File: src/rtl/soc_rst_seq.sv
// -----------------------------------------------------------------------------
// soc_rst_seq : parametrised SoC reset sequencer
//
// Purpose
//   Drives NUM_CH active-low reset channels. Assertion follows rst
//   asynchronously. Release is synchronised to clk, held for HOLD_CYCLES, and
//   then staggered by STAGE_GAP cycles per channel in ascending index order.
//   A software request re-runs the hold/release sequence. An optional
//   watchdog does the same when it expires. The cause of the last reset is
//   reported.
//
// Configuration
//   SOC_RST_SEQ_WDT_EN : when defined, the watchdog is built (counts only in
//                        RUN, cleared by wdt_kick). When undefined, wdt_kick is
//                        ignored and wdt_timeout is tied low.
//
// Ports
//   clk          in   system clock
//   rst          in   asynchronous active-low reset (low = asserted)
//   sw_rst_req   in   software reset request, level-sampled each cycle
//   wdt_kick     in   watchdog restart strobe
//   rst_out_n    out  [NUM_CH] per-channel reset, active-low
//   seq_busy     out  high while any channel is still held in reset
//   seq_done     out  high once every channel is released (state RUN)
//   rst_cause    out  [2] last reset cause: 0 power-on, 1 software, 2 watchdog
//   wdt_timeout  out  one-cycle pulse on watchdog expiry
// -----------------------------------------------------------------------------
module soc_rst_seq #(
  parameter int unsigned NUM_CH      = 4,
  parameter int unsigned SYNC_STAGES = 2,
  parameter int unsigned HOLD_CYCLES = 16,
  parameter int unsigned STAGE_GAP   = 4,
  parameter int unsigned WDT_LIMIT   = 1000
) (
  input  logic              clk,
  input  logic              rst,
  input  logic              sw_rst_req,
  input  logic              wdt_kick,
  output logic [NUM_CH-1:0] rst_out_n,
  output logic              seq_busy,
  output logic              seq_done,
  output logic [1:0]        rst_cause,
  output logic              wdt_timeout
);

  // One shared counter serves hold, stage gap and watchdog; it is sized for
  // the largest of the three so it never has to wrap.
  localparam int unsigned MAX_HG  = (HOLD_CYCLES > STAGE_GAP) ? HOLD_CYCLES : STAGE_GAP;
  localparam int unsigned CNT_MAX = (MAX_HG > WDT_LIMIT) ? MAX_HG : WDT_LIMIT;
  localparam int unsigned CNT_W   = $clog2(CNT_MAX + 1);

  // The SYNC->HOLD state transition acts as the final synchroniser flop, so
  // only SYNC_STAGES-1 dedicated stages are needed here.
  localparam int unsigned SYNC_W  = SYNC_STAGES - 1;

  localparam logic [CNT_W-1:0] HOLD_LAST = CNT_W'(HOLD_CYCLES - 1);
  localparam logic [CNT_W-1:0] GAP_LAST  = CNT_W'(STAGE_GAP - 1);
`ifdef SOC_RST_SEQ_WDT_EN
  localparam logic [CNT_W-1:0] WDT_LAST  = CNT_W'(WDT_LIMIT - 1);
`endif

  typedef enum logic [1:0] {
    S_SYNC    = 2'd0,
    S_HOLD    = 2'd1,
    S_RELEASE = 2'd2,
    S_RUN     = 2'd3
  } state_e;

  typedef enum logic [1:0] {
    CAUSE_POR = 2'd0,
    CAUSE_SW  = 2'd1,
    CAUSE_WDT = 2'd2
  } cause_e;

  state_e              state_q, state_d;
  logic [SYNC_W-1:0]   sync_q,  sync_d;
  logic [CNT_W-1:0]    cnt_q,   cnt_d;
  // Released channels form a thermometer code: bit k set means channel k is
  // out of reset. Releasing the next channel is a shift-in of a one.
  logic [NUM_CH-1:0]   ch_q,    ch_d;
  logic [NUM_CH-1:0]   ch_next;
  cause_e              cause_q, cause_d;
`ifdef SOC_RST_SEQ_WDT_EN
  logic                wdt_to_q, wdt_to_d;
`else
  logic                unused_wdt_kick;
  assign unused_wdt_kick = wdt_kick;
`endif

  // ---------------------------------------------------------------------------
  // State / datapath register
  // ---------------------------------------------------------------------------
  // NOTE: sequential state uses non-blocking assignments so every register
  // samples the pre-edge values computed by the combinational process.
  always_ff @(posedge clk or negedge rst) begin
    if (!rst) begin
      state_q  <= S_SYNC;
      sync_q   <= '0;
      cnt_q    <= '0;
      ch_q     <= '0;
      cause_q  <= CAUSE_POR;
`ifdef SOC_RST_SEQ_WDT_EN
      wdt_to_q <= 1'b0;
`endif
    end else begin
      state_q  <= state_d;
      sync_q   <= sync_d;
      cnt_q    <= cnt_d;
      ch_q     <= ch_d;
      cause_q  <= cause_d;
`ifdef SOC_RST_SEQ_WDT_EN
      wdt_to_q <= wdt_to_d;
`endif
    end
  end

  // ---------------------------------------------------------------------------
  // Next-state logic
  // ---------------------------------------------------------------------------
  always_comb begin
    // NOTE: every signal assigned here gets a default first so no path can
    // leave it unassigned and infer a latch.
    state_d  = state_q;
    cnt_d    = cnt_q;
    ch_d     = ch_q;
    cause_d  = cause_q;
    sync_d   = SYNC_W'({sync_q, 1'b1});
    ch_next  = NUM_CH'({ch_q, 1'b1});
`ifdef SOC_RST_SEQ_WDT_EN
    wdt_to_d = 1'b0;
`endif

    unique case (state_q)
      S_SYNC: begin
        if (sync_q[SYNC_W-1]) begin
          state_d = S_HOLD;
          cnt_d   = '0;
        end
      end

      S_HOLD: begin
        if (cnt_q == HOLD_LAST) begin
          ch_d    = ch_next;
          cnt_d   = '0;
          // With a single channel the first release is also the last.
          state_d = (&ch_next) ? S_RUN : S_RELEASE;
        end else begin
          cnt_d = cnt_q + CNT_W'(1);
        end
      end

      S_RELEASE: begin
        if (cnt_q == GAP_LAST) begin
          ch_d    = ch_next;
          cnt_d   = '0;
          state_d = (&ch_next) ? S_RUN : S_RELEASE;
        end else begin
          cnt_d = cnt_q + CNT_W'(1);
        end
      end

      S_RUN: begin
`ifdef SOC_RST_SEQ_WDT_EN
        if (wdt_kick) begin
          cnt_d = '0;
        end else if (cnt_q == WDT_LAST) begin
          wdt_to_d = 1'b1;
          ch_d     = '0;
          cause_d  = CAUSE_WDT;
          cnt_d    = '0;
          state_d  = S_HOLD;
        end else begin
          cnt_d = cnt_q + CNT_W'(1);
        end
`else
        cnt_d = '0;
`endif
      end

      default: state_d = S_SYNC;
    endcase

    // A software request overrides everything outside SYNC, including a
    // coincident watchdog expiry, and keeps restarting HOLD while held high.
    if (sw_rst_req && (state_q != S_SYNC)) begin
      state_d  = S_HOLD;
      cnt_d    = '0;
      ch_d     = '0;
      cause_d  = CAUSE_SW;
`ifdef SOC_RST_SEQ_WDT_EN
      wdt_to_d = 1'b0;
`endif
    end
  end

  // ---------------------------------------------------------------------------
  // Outputs (decoded from registers only)
  // ---------------------------------------------------------------------------
  always_comb begin
    rst_out_n   = ch_q;
    seq_done    = (state_q == S_RUN);
    seq_busy    = (state_q != S_RUN);
    rst_cause   = cause_q;
`ifdef SOC_RST_SEQ_WDT_EN
    wdt_timeout = wdt_to_q;
`else
    wdt_timeout = 1'b0;
`endif
  end

endmodule

File: config.mk
export PLATFORM = sky130hd
export DESIGN_NAME = soc_rst_seq
export DESIGN_NICKNAME = d
export VERILOG_FILES = /design/src/rtl/soc_rst_seq.sv
export SDC_FILE = /design/constraint.sdc
export NUM_CORES = 1
export LEC_CHECK = 0
export BUFFER_PORTS_ARGS = -buffer_cell sky130_fd_sc_hd__buf_4
export CORE_AREA = 2 2 43 53
export CTS_CLUSTER_DIAMETER = 150
export DETAILED_ROUTE_END_ITERATION = 10
export DIE_AREA = 0 0 45 55
export PLACE_DENSITY_LB_ADDON = 0.08
export REMOVE_ABC_BUFFERS = 1
export SYNTH_ARGS = -nofsm -noshare
export SYNTH_HDL_FRONTEND = slang
export SYNTH_SLANG_ARGS = --single-unit
File: constraint.sdc
create_clock -name clk -period 2.1 [get_ports clk]
set_input_delay 0.105 -clock clk [delete_from_list [all_inputs] [get_ports clk]]
set_output_delay 0.105 -clock clk [all_outputs]
set_load 0.005 [all_outputs]
==> results.toml <==
[outcome]
outcome = "complete, no violations"

[layout]
final_nets = 139
final_cells = 149
drive_above_1_share_pct = 18.60
n_antenna_cell = 0
final_common_cell = "dfrtp_1"
layout_common_cells = "dfrtp_1, nand2_1, buf_4"
area_growth_pct = 14.25
fillers = 176

[floorplan]
io_pins = 13
row_count = 18
start_util_pct = 54.04
die_x_um = 45
die_h_um = 55
core_um2 = 1982
die-area_um2 = 2475

[clock_tree]
cts_root_buf = "clkbuf_4"
post_cts_buffers = 0
clockBufferDepth = 2
htreeDepth = 1
cts_buffers = 3
clock_latency_ns = 0.30
cts_tree = "built"
clk_pin_slew_ns = 0.11
cts.sinks = 18

[global_routing]
antenna_found_initial = 0
track_usage_pct = 18.44
first_global_vias = 790
grt_pass1_wl_um = 3263
grt_overflow = 0
grt_max_degree = 19

[synthesis]
syn-instance-count = 116
ys_ff_latch = 18
synth_cell_types = 32
synthesis.area_um2 = 1071
synthArstFlopShare_pct = 100.0
avgSynthCellArea_um2 = 9.233
synth_edf_count = 0
synth-seq-area-share_pct = 42.06
ys.flop_type = "dfrtp_1"
ys_warn_count = 0

[routing]
routed_wl_um = 1892
post_drt_via_cell_ratio = 5.564
drt-initial-drc-count = 16
drt_first_pass_iters = 4
ant_nets = 0
vias = 829
routedWlPerCell_um = 12.70
drc_errors = 0

[pwr]
p_per_area_nw_per_um2 = 934.9
p_leak_nw = 0.5286
ir_worst_vdd_uv = 680.2

[critical_path]
worst-setup-path-type = "reg -> reg"
r2r_slack_ns = 0.25
critPathBufInv = 0
end_kind = "flip-flop"
critPathLaunchType = "flip-flop"
crit_path_top_delay_cell = "dfrtp_1"
crit_chain = "nor4_4 > nand2_2 > o31ai_4 > mux2_4"
cp_max_fo = 6
critical-path-top-delay-family = "simple AND/OR/NAND/NOR gates"
cpPeakStageDelay_ns = 0.47
required_ns = 2.29
cp_data_arrival_time_ns = 2.04

[min_path]
hold_class = "in -> async"

[timing]
setup_tns_ns = 0
drv_slew = 0
fin_crit_ns = 1.851
rsz0062_at_grt = "no"
period_share_pct = 88.12
setup_viol = 0
fmax_ghz = 0.5404
holdWs_ns = 0.2034
hold_viol_final = 0
finalClockSkew_ns = 0.005811

[placement]
dp_hpwl_um = 1399
dp.cells = 144
numPortBuffers = 9
finalWeightedCongestion = 0.8199

[job]
drv_cap = 0
## worst reg2reg max path, stage by stage (launching register included)
cell and delay (ns):
dfrtp_1 0.47, nor4_4 0.46, nand2_2 0.11, o31ai_4 0.37, mux2_4 0.33
## metal layers
| metal | wire (µm) | part of all wire [%] | vias to the layer above | GRT usage [%] |
|---|---|---|---|---|
| li1 | - | - | 430 | - |
| met2 | 967 | 51 | 13 | 34.29 |
| met5 | 0 | 0 | - | 0 |
| met1 | 829 | 44 | 381 | 20.08 |
| met3 | 51 | 2.7 | 5 | 1.948 |
| met4 | 42 | 2.2 | 0 | 10.29 |
## sequential cells by signal, summed over array words and instances, names as in the netlist
register / count
cnt_q: 10
rst_out_n: 4
state_q: 2
rst_cause: 1
sync_q: 1
## layout make-up
type / instances / area [µm²] / area share [%]
timing repair buffer: 12 / 92.59 / 7.566
multi-input combinational: 88 / 593.1 / 48.47
sequential: 18 / 450.4 / 36.81
inverter: 7 / 26.28 / 2.147
tap: 20 / 25.02 / 2.045
clock buffer: 4 / 36.28 / 2.965
## power by group
| part | switching [mW] | internal (mW) | leakage, nW | total [mW] |
|---|---|---|---|---|
| Clock | 0.110 | 0.106 | 0.0210 | 0.216 |
| Sequential | 0.0513 | 0.408 | 0.234 | 0.459 |
| Combinational | 0.251 | 0.218 | 0.274 | 0.469 |
| Total | 0.412 | 0.732 | 0.529 | 1.14 |
## cells by family (layout without fill, tap and decap cells)
family / Yosys count / in the layout / share of synthesized area (%)
other: 2 / 3 / 0.7012
adders and majority gates: 5 / 5 / 5.841
AOI/OAI and AO/OA: 26 / 26 / 16.36
buffers and inverters: 11 / 23 / 4.556
DFF: 18 / 18 / 42.06
muxes: 8 / 8 / 8.060
and+or+nand+nor: 46 / 46 / 22.43
## final timing paths
kind / startpoint / end / cells past startpoint
min reg2reg: rst_cause[0]$_DFFE_PN0P_ / rst_cause[0]$_DFFE_PN0P_ / 1
min: rst / state_q[1]$_DFFE_PN0P_ / 2
max in group asynchronous: rst / cnt_q[8]$_DFFE_PN0N_ / 2
max: cnt_q[4]$_DFFE_PN0N_ / rst_out_n[2]$_DFFE_PN0P_ / 4
max reg2reg: cnt_q[4]$_DFFE_PN0N_ / rst_out_n[2]$_DFFE_PN0P_ / 4
min in group clk: sw_rst_req / rst_cause[0]$_DFFE_PN0P_ / 3
## through the flow
stage	utilization (%)	total power, mW	area [µm²]	setup WS (ns)
floorplan	-	0.7694	1052	0.2840
global placement	58.52	0.9194	1160	0.2014
detailed placement	58.52	0.9278	1160	0.1669
CTS	60.86	1.152	1206	0.1401
global route	61.74	1.241	1224	0.03287
finish	61.74	1.144	1224	0.2494
## synth_stat cells (3+ instances only)
cell type  instances  area (µm²)
ha_1               5       62.56
nor2_1             9       33.78
nand2b_1           4       25.02
inv_1              7       26.28
a21oi_1            3       15.01
nand2_1           16       60.06
nor3_1             4       20.02
dfrtp_1           18       450.4
o21ai_0           10       50.05
mux2i_1            6       60.06
o22ai_1            3       18.77
## timing repair
action / 4_1_cts / 5_1_grt
resized for setup: 0 / 3
setup endpoints to repair: 0 / 11
hold buffers: 1 / 0
hold endpoints to repair: 18 / 0
Power figures use the tool's default switching activity.
